[src/rtl/oseq_pkg.sv]
// Shared definitions for the Orion sequence fill engine: FSM encodings,
// mode constants and the default LFSR polynomial/seed.
package oseq_pkg;

    typedef enum logic [1:0] {
        ST_IDLE  = 2'd0,
        ST_GEN   = 2'd1,
        ST_WRITE = 2'd2,
        ST_DONE  = 2'd3
    } state_t;

    localparam logic MODE_FILL   = 1'b0;
    localparam logic MODE_APPEND = 1'b1;

    // x^16 + x^14 + x^13 + x^11 + 1, Galois (right-shift) form
    localparam logic [15:0] DEFAULT_TAPS = 16'hB400;
    localparam logic [15:0] DEFAULT_SEED = 16'hBEEF;

endpackage

[src/rtl/oseq_lfsr.sv]
// Galois LFSR. A load of zero would lock the register up, so it is
// replaced by the non-zero fallback seed.
module oseq_lfsr
    import oseq_pkg::*;
#(
    parameter int                W    = 16,
    parameter logic [W-1:0]      TAPS = DEFAULT_TAPS,
    parameter logic [W-1:0]      SEED = DEFAULT_SEED
) (
    input  logic         clk,
    input  logic         rst,
    input  logic         step,
    input  logic         load,
    input  logic [W-1:0] load_val,
    output logic [W-1:0] state
);

    logic [W-1:0] state_reg;

    // Load has priority over stepping; one shift per step request
    always_ff @(posedge clk or negedge rst) begin
        if (!rst) begin
            state_reg <= SEED;
        end else if (load) begin
            state_reg <= (load_val == '0) ? SEED : load_val;
        end else if (step) begin
            state_reg <= state_reg[0] ? ((state_reg >> 1) ^ TAPS) : (state_reg >> 1);
        end
    end

    assign state = state_reg;

endmodule

[src/rtl/oseq_fill_engine.sv]
// Sequence generator: writes LFSR-derived symbols into the sequence RAM,
// either a fresh FILL from address 0 or a single APPEND at the tail.
module oseq_fill_engine
    import oseq_pkg::*;
#(
    parameter int                 DW     = 4,
    parameter int                 AW     = 5,
    parameter int                 LFSR_W = 16,
    parameter logic [LFSR_W-1:0]  TAPS   = DEFAULT_TAPS,
    parameter logic [LFSR_W-1:0]  SEED   = DEFAULT_SEED
) (
    input  logic              clk,
    input  logic              rst,
    input  logic              start,
    input  logic              mode,
    input  logic [AW:0]       len,
    input  logic              abort,
    input  logic              seed_load,
    input  logic [LFSR_W-1:0] seed_val,
    input  logic              wr_ready,
    output logic              wr_en,
    output logic [AW-1:0]     wr_addr,
    output logic [DW-1:0]     wr_data,
    output logic              busy,
    output logic              done,
    output logic              full,
    output logic [AW:0]       seq_len
);

    localparam int          SLICES    = LFSR_W / DW;
    localparam int          IW        = (SLICES > 1) ? $clog2(SLICES) : 1;
    localparam logic [AW:0] DEPTH_LEN = (AW+1)'(1) << AW;

    state_t            state_reg, state_next;
    logic              mode_reg;
    logic [AW:0]       eff_len_reg;
    logic [AW:0]       cnt_reg;
    logic [AW:0]       seq_len_reg;
    logic [AW-1:0]     addr_reg;
    logic [IW-1:0]     idx_reg;
    logic              wr_en_reg;
    logic [AW-1:0]     wr_addr_reg;
    logic [DW-1:0]     wr_data_reg;
    logic [LFSR_W-1:0] lfsr_state;
    logic [DW-1:0]     slice_arr [SLICES];

    logic in_idle, take_start, load_seed, commit, last_sym, idx_wrap;

    assign in_idle    = (state_reg == ST_IDLE);
    assign load_seed  = in_idle && seed_load;
    assign take_start = in_idle && start && !seed_load && !abort;
    assign commit     = (state_reg == ST_WRITE) && wr_ready && !abort;
    assign idx_wrap   = (idx_reg == IW'(SLICES - 1));
    assign last_sym   = (mode_reg == MODE_APPEND) || ((cnt_reg + (AW+1)'(1)) == eff_len_reg);
    assign full       = (seq_len_reg == DEPTH_LEN);

    // Split the LFSR state into DW-wide symbols, slice 0 in the low bits
    generate
        for (genvar gi = 0; gi < SLICES; gi++) begin : g_slice
            assign slice_arr[gi] = lfsr_state[gi*DW +: DW];
        end
    endgenerate

    oseq_lfsr #(
        .W    (LFSR_W),
        .TAPS (TAPS),
        .SEED (SEED)
    ) u_lfsr (
        .clk      (clk),
        .rst      (rst),
        .step     (commit && idx_wrap),
        .load     (load_seed),
        .load_val (seed_val),
        .state    (lfsr_state)
    );

    // FSM state register
    always_ff @(posedge clk or negedge rst) begin
        if (!rst) state_reg <= ST_IDLE;
        else      state_reg <= state_next;
    end

    // Next-state logic and status decode
    always_comb begin
        state_next = state_reg;
        busy       = 1'b0;
        done       = 1'b0;
        case (state_reg)
            ST_IDLE: begin
                if (take_start)
                    state_next = (mode == MODE_APPEND && full) ? ST_DONE : ST_GEN;
            end
            ST_GEN: begin
                busy       = 1'b1;
                state_next = ST_WRITE;
            end
            ST_WRITE: begin
                busy = 1'b1;
                if (commit)
                    state_next = last_sym ? ST_DONE : ST_GEN;
            end
            ST_DONE: begin
                done       = 1'b1;
                state_next = ST_IDLE;
            end
            default: state_next = ST_IDLE;
        endcase
        if (abort)
            state_next = ST_IDLE;
    end

    // Operation capture, slice index, address and length bookkeeping
    always_ff @(posedge clk or negedge rst) begin
        if (!rst) begin
            mode_reg    <= MODE_FILL;
            eff_len_reg <= '0;
            cnt_reg     <= '0;
            seq_len_reg <= '0;
            addr_reg    <= '0;
            idx_reg     <= '0;
        end else if (take_start) begin
            mode_reg    <= mode;
            eff_len_reg <= (len == '0 || len > DEPTH_LEN) ? DEPTH_LEN : len;
            cnt_reg     <= '0;
            addr_reg    <= (mode == MODE_APPEND) ? seq_len_reg[AW-1:0] : '0;
        end else if (commit) begin
            cnt_reg  <= cnt_reg + (AW+1)'(1);
            addr_reg <= addr_reg + AW'(1);
            idx_reg  <= idx_wrap ? '0 : idx_reg + IW'(1);
            if (last_sym)
                seq_len_reg <= (mode_reg == MODE_APPEND) ? seq_len_reg + (AW+1)'(1) : eff_len_reg;
        end
    end

    // Registered write port: strobe raised in GEN, held through WRITE until accepted
    always_ff @(posedge clk or negedge rst) begin
        if (!rst) begin
            wr_en_reg   <= 1'b0;
            wr_addr_reg <= '0;
            wr_data_reg <= '0;
        end else if (abort) begin
            wr_en_reg <= 1'b0;
        end else if (state_reg == ST_GEN) begin
            wr_en_reg   <= 1'b1;
            wr_addr_reg <= addr_reg;
            wr_data_reg <= slice_arr[idx_reg];
        end else if (commit) begin
            wr_en_reg <= 1'b0;
        end
    end

    assign wr_en   = wr_en_reg;
    assign wr_addr = wr_addr_reg;
    assign wr_data = wr_data_reg;
    assign seq_len = seq_len_reg;

endmodule

[config.mk]
export PLATFORM = sky130hd
export DESIGN_NAME = oseq_fill_engine
export DESIGN_NICKNAME = d
export VERILOG_FILES = /design/src/rtl/oseq_pkg.sv /design/src/rtl/oseq_lfsr.sv /design/src/rtl/oseq_fill_engine.sv
export SDC_FILE = /design/constraint.sdc
export NUM_CORES = 1
export LEC_CHECK = 0
export CAP_MARGIN = 20
export CORE_ASPECT_RATIO = 0.75
export CORE_MARGIN = 4
export CORE_UTILIZATION = 30
export DETAILED_ROUTE_END_ITERATION = 16
export PLACE_DENSITY = 0.49
export SETUP_SLACK_MARGIN = 0.2
export SLEW_MARGIN = 20
export SYNTH_ARGS = -nofsm -noshare
export SYNTH_HDL_FRONTEND = slang
export SYNTH_SLANG_ARGS = --single-unit
[constraint.sdc]
create_clock -name clk -period 2.71 [get_ports clk]
set_input_delay 0.271 -clock clk [delete_from_list [all_inputs] [get_ports clk]]
set_output_delay 0.271 -clock clk [all_outputs]
set_load 0.02 [all_outputs]
# Word-level counts from Yosys, hierarchy flattened
# Cells that the tools add are included.
# word_totals
out_inout_bits,19
in_bits,29
register_bits,54
wordCells,78
# op_classes
n_eq_ne,8
order_cmp,2
mux,26
n_bitwise,4
reduce_logical,23
add_sub_neg,4
# op_table
operator,count
$mux 16,4
$mux 6,4
$logic_not 16->1,1
$mux 5,3
$add 6x1->6 const B,2
$mux 2,6
$bmux 4 s2,1
$logic_and 1x1->1,8
$mux 4,2
$pmux 2 s4,1
$eq 2x2->1 const B,3
$eq 6x6->1,1
$eq 6x6->1 const B,1
$gt 6x6->1 const B,1
$logic_not 6->1,1
$reduce_and 2->1,3
$add 5x1->5 const B,1
$mux 1,5
$not 3->4,1
$reduce_bool 2->1,2
$ge 3x3->1 const B,1
$ne 3x2->1 const B,1
$ne 3x3->1 const B,1
$not 2->3,1
other kinds (9),12

# Depth between registers and ports, before layout
# logic_depth
depth_word,7
ltp_mapped,9
mapped_depth_nobuf,8

# By module
# Synthesis repeated with hierarchy kept, for this count alone.
# hier_totals
cells_unflattened,292
hier_area_um2,3126.7
# modules_own_cells
mod,instances,seq_area_each_um2,cells_per_inst,area_per_inst_um2
oseq_fill_engine,1,950.9,225,2285.9
oseq_lfsr,1,416.6,67,840.8

# Worst setup path before layout
# Ideal clock, no wire load.
# synth_path
path_kind,register to register
startpoint,"reg seq_len_reg[0], in the netlist seq_len[0]"
endpoint,reg state_reg[1]
required_time_ns,2.616
path_stages_with_launch,9
slack_ns,0.709
arrival_time_ns,1.907
synth_period_minus_slack_ns,2.001
cell_sequence,dfrtp_1 inv_1 ha_1 nand2_1 nor4_1 nand2_1 nand3_1 o21ai_0 a211oi_1
# synth_via
elab_chain_cells,6
# synth_lines
item,line,source
start: declaration,oseq_fill_engine.sv:38,logic [AW:0] seq_len_reg;
start signal: assignment,oseq_fill_engine.sv:131,seq_len_reg <= (mode_reg == MODE_APPEND) ? seq_len_reg + (AW+1)'(1) : eff_len_reg;
$eq 6x6->1,oseq_fill_engine.sv:55,assign full = (seq_len_reg == DEPTH_LEN);
net full,oseq_fill_engine.sv:26,"output logic full,"
$logic_and 1x1->1,oseq_fill_engine.sv:91,state_next = (mode == MODE_APPEND && full) ? ST_DONE : ST_GEN;
$mux 2,oseq_fill_engine.sv:91,
$mux 2,oseq_fill_engine.sv:90,if (take_start)
$pmux 2 s4,oseq_fill_engine.sv:88,case (state_reg)
$mux 2,oseq_fill_engine.sv:108,if (abort)
end signal: assignment,oseq_fill_engine.sv:80,else state_reg <= state_next;
end: declaration,oseq_fill_engine.sv:34,"state_t state_reg, state_next;"
# The timed path passes the listed nets, and every way through them passes these cells. The select of a mux whose other input is x is not followed.
# A chain may end at the register's enable or synchronous reset.

# Final worst setup path
# layout_path
startpoint,"reg seq_len_reg[0], in the netlist seq_len[0]"
endpoint,out full
# layout_via
elab_chain_cells,1
# layout_lines
item,line
$eq 6x6->1,oseq_fill_engine.sv:55
end: declaration,oseq_fill_engine.sv:26
# Every way passes these cells.

==> out/metrics.cfg <==
[routing]
wire_per_inst_um=15.1
vias_per_cell=4.84
routed_wirelength_um=7400
dr.pass1.iters=4
num_vias=2374
postRouteAntennaNets=0
drt_iter0_markers=185
route.detailed.drc=0

[clock_tree]
clk_path_buf_depth=2
cts_tree=done
htree_levels=2
post_cts_buffers=0
cts-root-buf=clkbuf_16
clkSinkCount=54
clk_pin_slew_worst_paths_ns=0.08
insertion_delay_ns=0.30
cts_buffers=5

[floorplanning]
row_count=31
start_util_pct=30.8
ios=48
die_h_um=94.3
fp.dieW_um=123
dieArea_um2=11600
core_um2=9660

[placement]
port_buffers=47
dp_hpwl_um=5590
globalplace.congestion=0.795
placed_cells=481

[logic_synthesis]
synth_warnings=0
ys_ff_latch=54
synth_seq_area_share_pct=45.9
synthCells=312
synth_ff_type=dfrtp_1
synth_area_um2=2980
syn_nets=351
synth_cell_types=40
synth-edff-count=0
synthArstFlopShare_pct=100
postSynthAreaPerCell_um2=9.54

[power_and_ir_drop]
p_int_mw=2.17
sw_frac_of_total_pct=37.1
pwr-share-comb_pct=36.7
pwr-share-seq_pct=43.6
p_switching_mw=1.28
ir_drop_mv=0.300
powerDensity_nw_per_um2=916
clock_power_share_pct=19.7
leakage_nw=1.56

[cells_and_area]
fin_cells=490
drive_gt1_share_pct=13.4
antennaDiodeCount=0
most-common-layout-cells=nand2_1 (50), clkdlybuf4s50_1 (46), dfrtp_1 (41)
layout_commonest_cell=nand2_1
area_growth_pct=26.2
multi_input_area_um2=1520
nets=396
area.sequential_um2=1370
largest_reg_flops=16
fill_cells=944

[timing]
hold_ws_ns=0.378
drv_slew=0
fmax_mhz=438
finalSetupViolations=0
worstMarginPinSlew_ns=0.630
hold_viol=0
min_period_ns=2.28
setup_tns_ns=0
period_share_pct=84.2
finClkSkew_ns=0.00718
relSlewSlack_pct=58.0
rsz0062_at_grt=false

[grt]
grt_pass1_wl_um=12700
grt_overflow_total=0
grt_use_total_pct=13.9
grt_pass1_vias=2354
antenna_found_initial=0
grt_max_degree=26

[worst_setup_path]
worst_path_max_delay_cell=clkdlybuf4s50_1
path_class=reg -> out
crit_chain=inv_1, ha_1, nand2_1, nor4_2, clkdlybuf4s50_1
cp_max_fo=6
required_ns=2.44
worstSetupEndpointType=primary output
start_kind=register
slowest_delay_ns=0.68
arrival_ns=2.01

[outcome]
status=finished, final reports clean

[run]
cap_violations=0

[worst_hold_path]
hp-class=in -> async

==> timing repair <==
item                                    in CTS  in global routing
hold endpoints to repair                     8                  0
endpoints found under the setup margin       0                  1
hold buffers                                 1                  0
gates resized for setup                      0                  1
==> power by group through the flow <==
stage	logic, mW	clock network [mW]	registers, mW
after detailed placement	1.28	0	1.51
final	1.26	0.678	1.50
after floorplan	0.850	0	1.45
after global routing	1.43	0.736	1.56
after CTS	1.28	0.701	1.50
after global placement	1.27	0	1.51
==> per-layer routing <==
layer / track usage (%) / up-vias / routed length, um
li1: - / 1187 / -
met1: 22.4 / 1134 / 4090
met2: 18.6 / 47 / 2950
met3: 2.83 / 6 / 321
met4: 3.04 / 0 / 46
met5: 0 / - / 0
==> cells by family (layout without fill, tap and decap cells) <==
kind of cell	after synthesis	after routing	synth area share, %
AOI/OAI and AO/OA	56	56	11.8
muxes	18	18	8.15
DFF	54	54	45.9
buffers and inverters	23	69	3.19
xor gates and xnor gates	19	19	5.84
and+or+nand+nor	132	132	20.9
adders and majority gates	10	10	4.20
==> final cells by class <==
class                      instances  share of cell area [%]
multi-input combinational        235                    40.5
sequential                        54                    36.4
timing repair buffer              55                    14.0
tap                              132                    4.39
clock buffer                       5                    3.33
clock inverter                     3                   0.766
inverter                           6                   0.599
==> Yosys cell counts (3+ instances only) <==
master / n / area share (%)
and3_1: 5 / 1.1
a211oi_1: 3 / 0.76
nor2_1: 32 / 4.0
dfrtp_1: 41 / 34
nand4_1: 4 / 0.84
nor3_1: 7 / 1.2
nand3_1: 12 / 2.0
a31oi_1: 14 / 2.9
mux2i_1: 4 / 1.3
nand2_1: 50 / 6.3
o21ai_0: 19 / 3.2
inv_1: 6 / 0.76
xnor2_1: 10 / 2.9
nand2b_1: 4 / 0.84
ha_1: 10 / 4.2
xor2_1: 8 / 2.4
nand3b_1: 7 / 1.8
nor4_1: 5 / 1.1
clkbuf_1: 13 / 1.6
mux2_2: 10 / 3.8
a21oi_1: 9 / 1.5
mux4_2: 4 / 3.0
dfstp_2: 13 / 11
==> worst paths after layout <==
path	depth (start not counted)	from	slack, ns	end
max	5	seq_len[0]	0.43	full
min	2	rst	0.38	wr_addr[1]
max reg2reg	6	cnt_reg[0]	0.53	seq_len[3]
min reg2reg	2	u_lfsr.state[9]	0.50	u_lfsr.state[9]
max in group asynchronous	3	rst	1.65	u_lfsr.state[11]
min in group clk	2	u_lfsr.state[9]	0.50	u_lfsr.state[9]
==> through the flow <==
step,worst slack (ns),cell area [um2],power [mW],util (%)
finish,0.429,3760,3.44,38.9
global route,0.281,3760,3.73,38.9
CTS,0.250,3750,3.48,38.9
detailed placement,0.528,3590,2.79,37.2
global placement,0.533,3590,2.78,37.2
floorplan,0.709,2980,2.30,-
==> worst max-delay path, delay by kind of cell (launching register included) <==
kind | cells | cell delay, ns
simple gates | 2 | 0.34
buf+inv | 2 | 0.79
fa+ha+maj | 1 | 0.15
flops | 1 | 0.44
(Power assumes the default switching activity.)
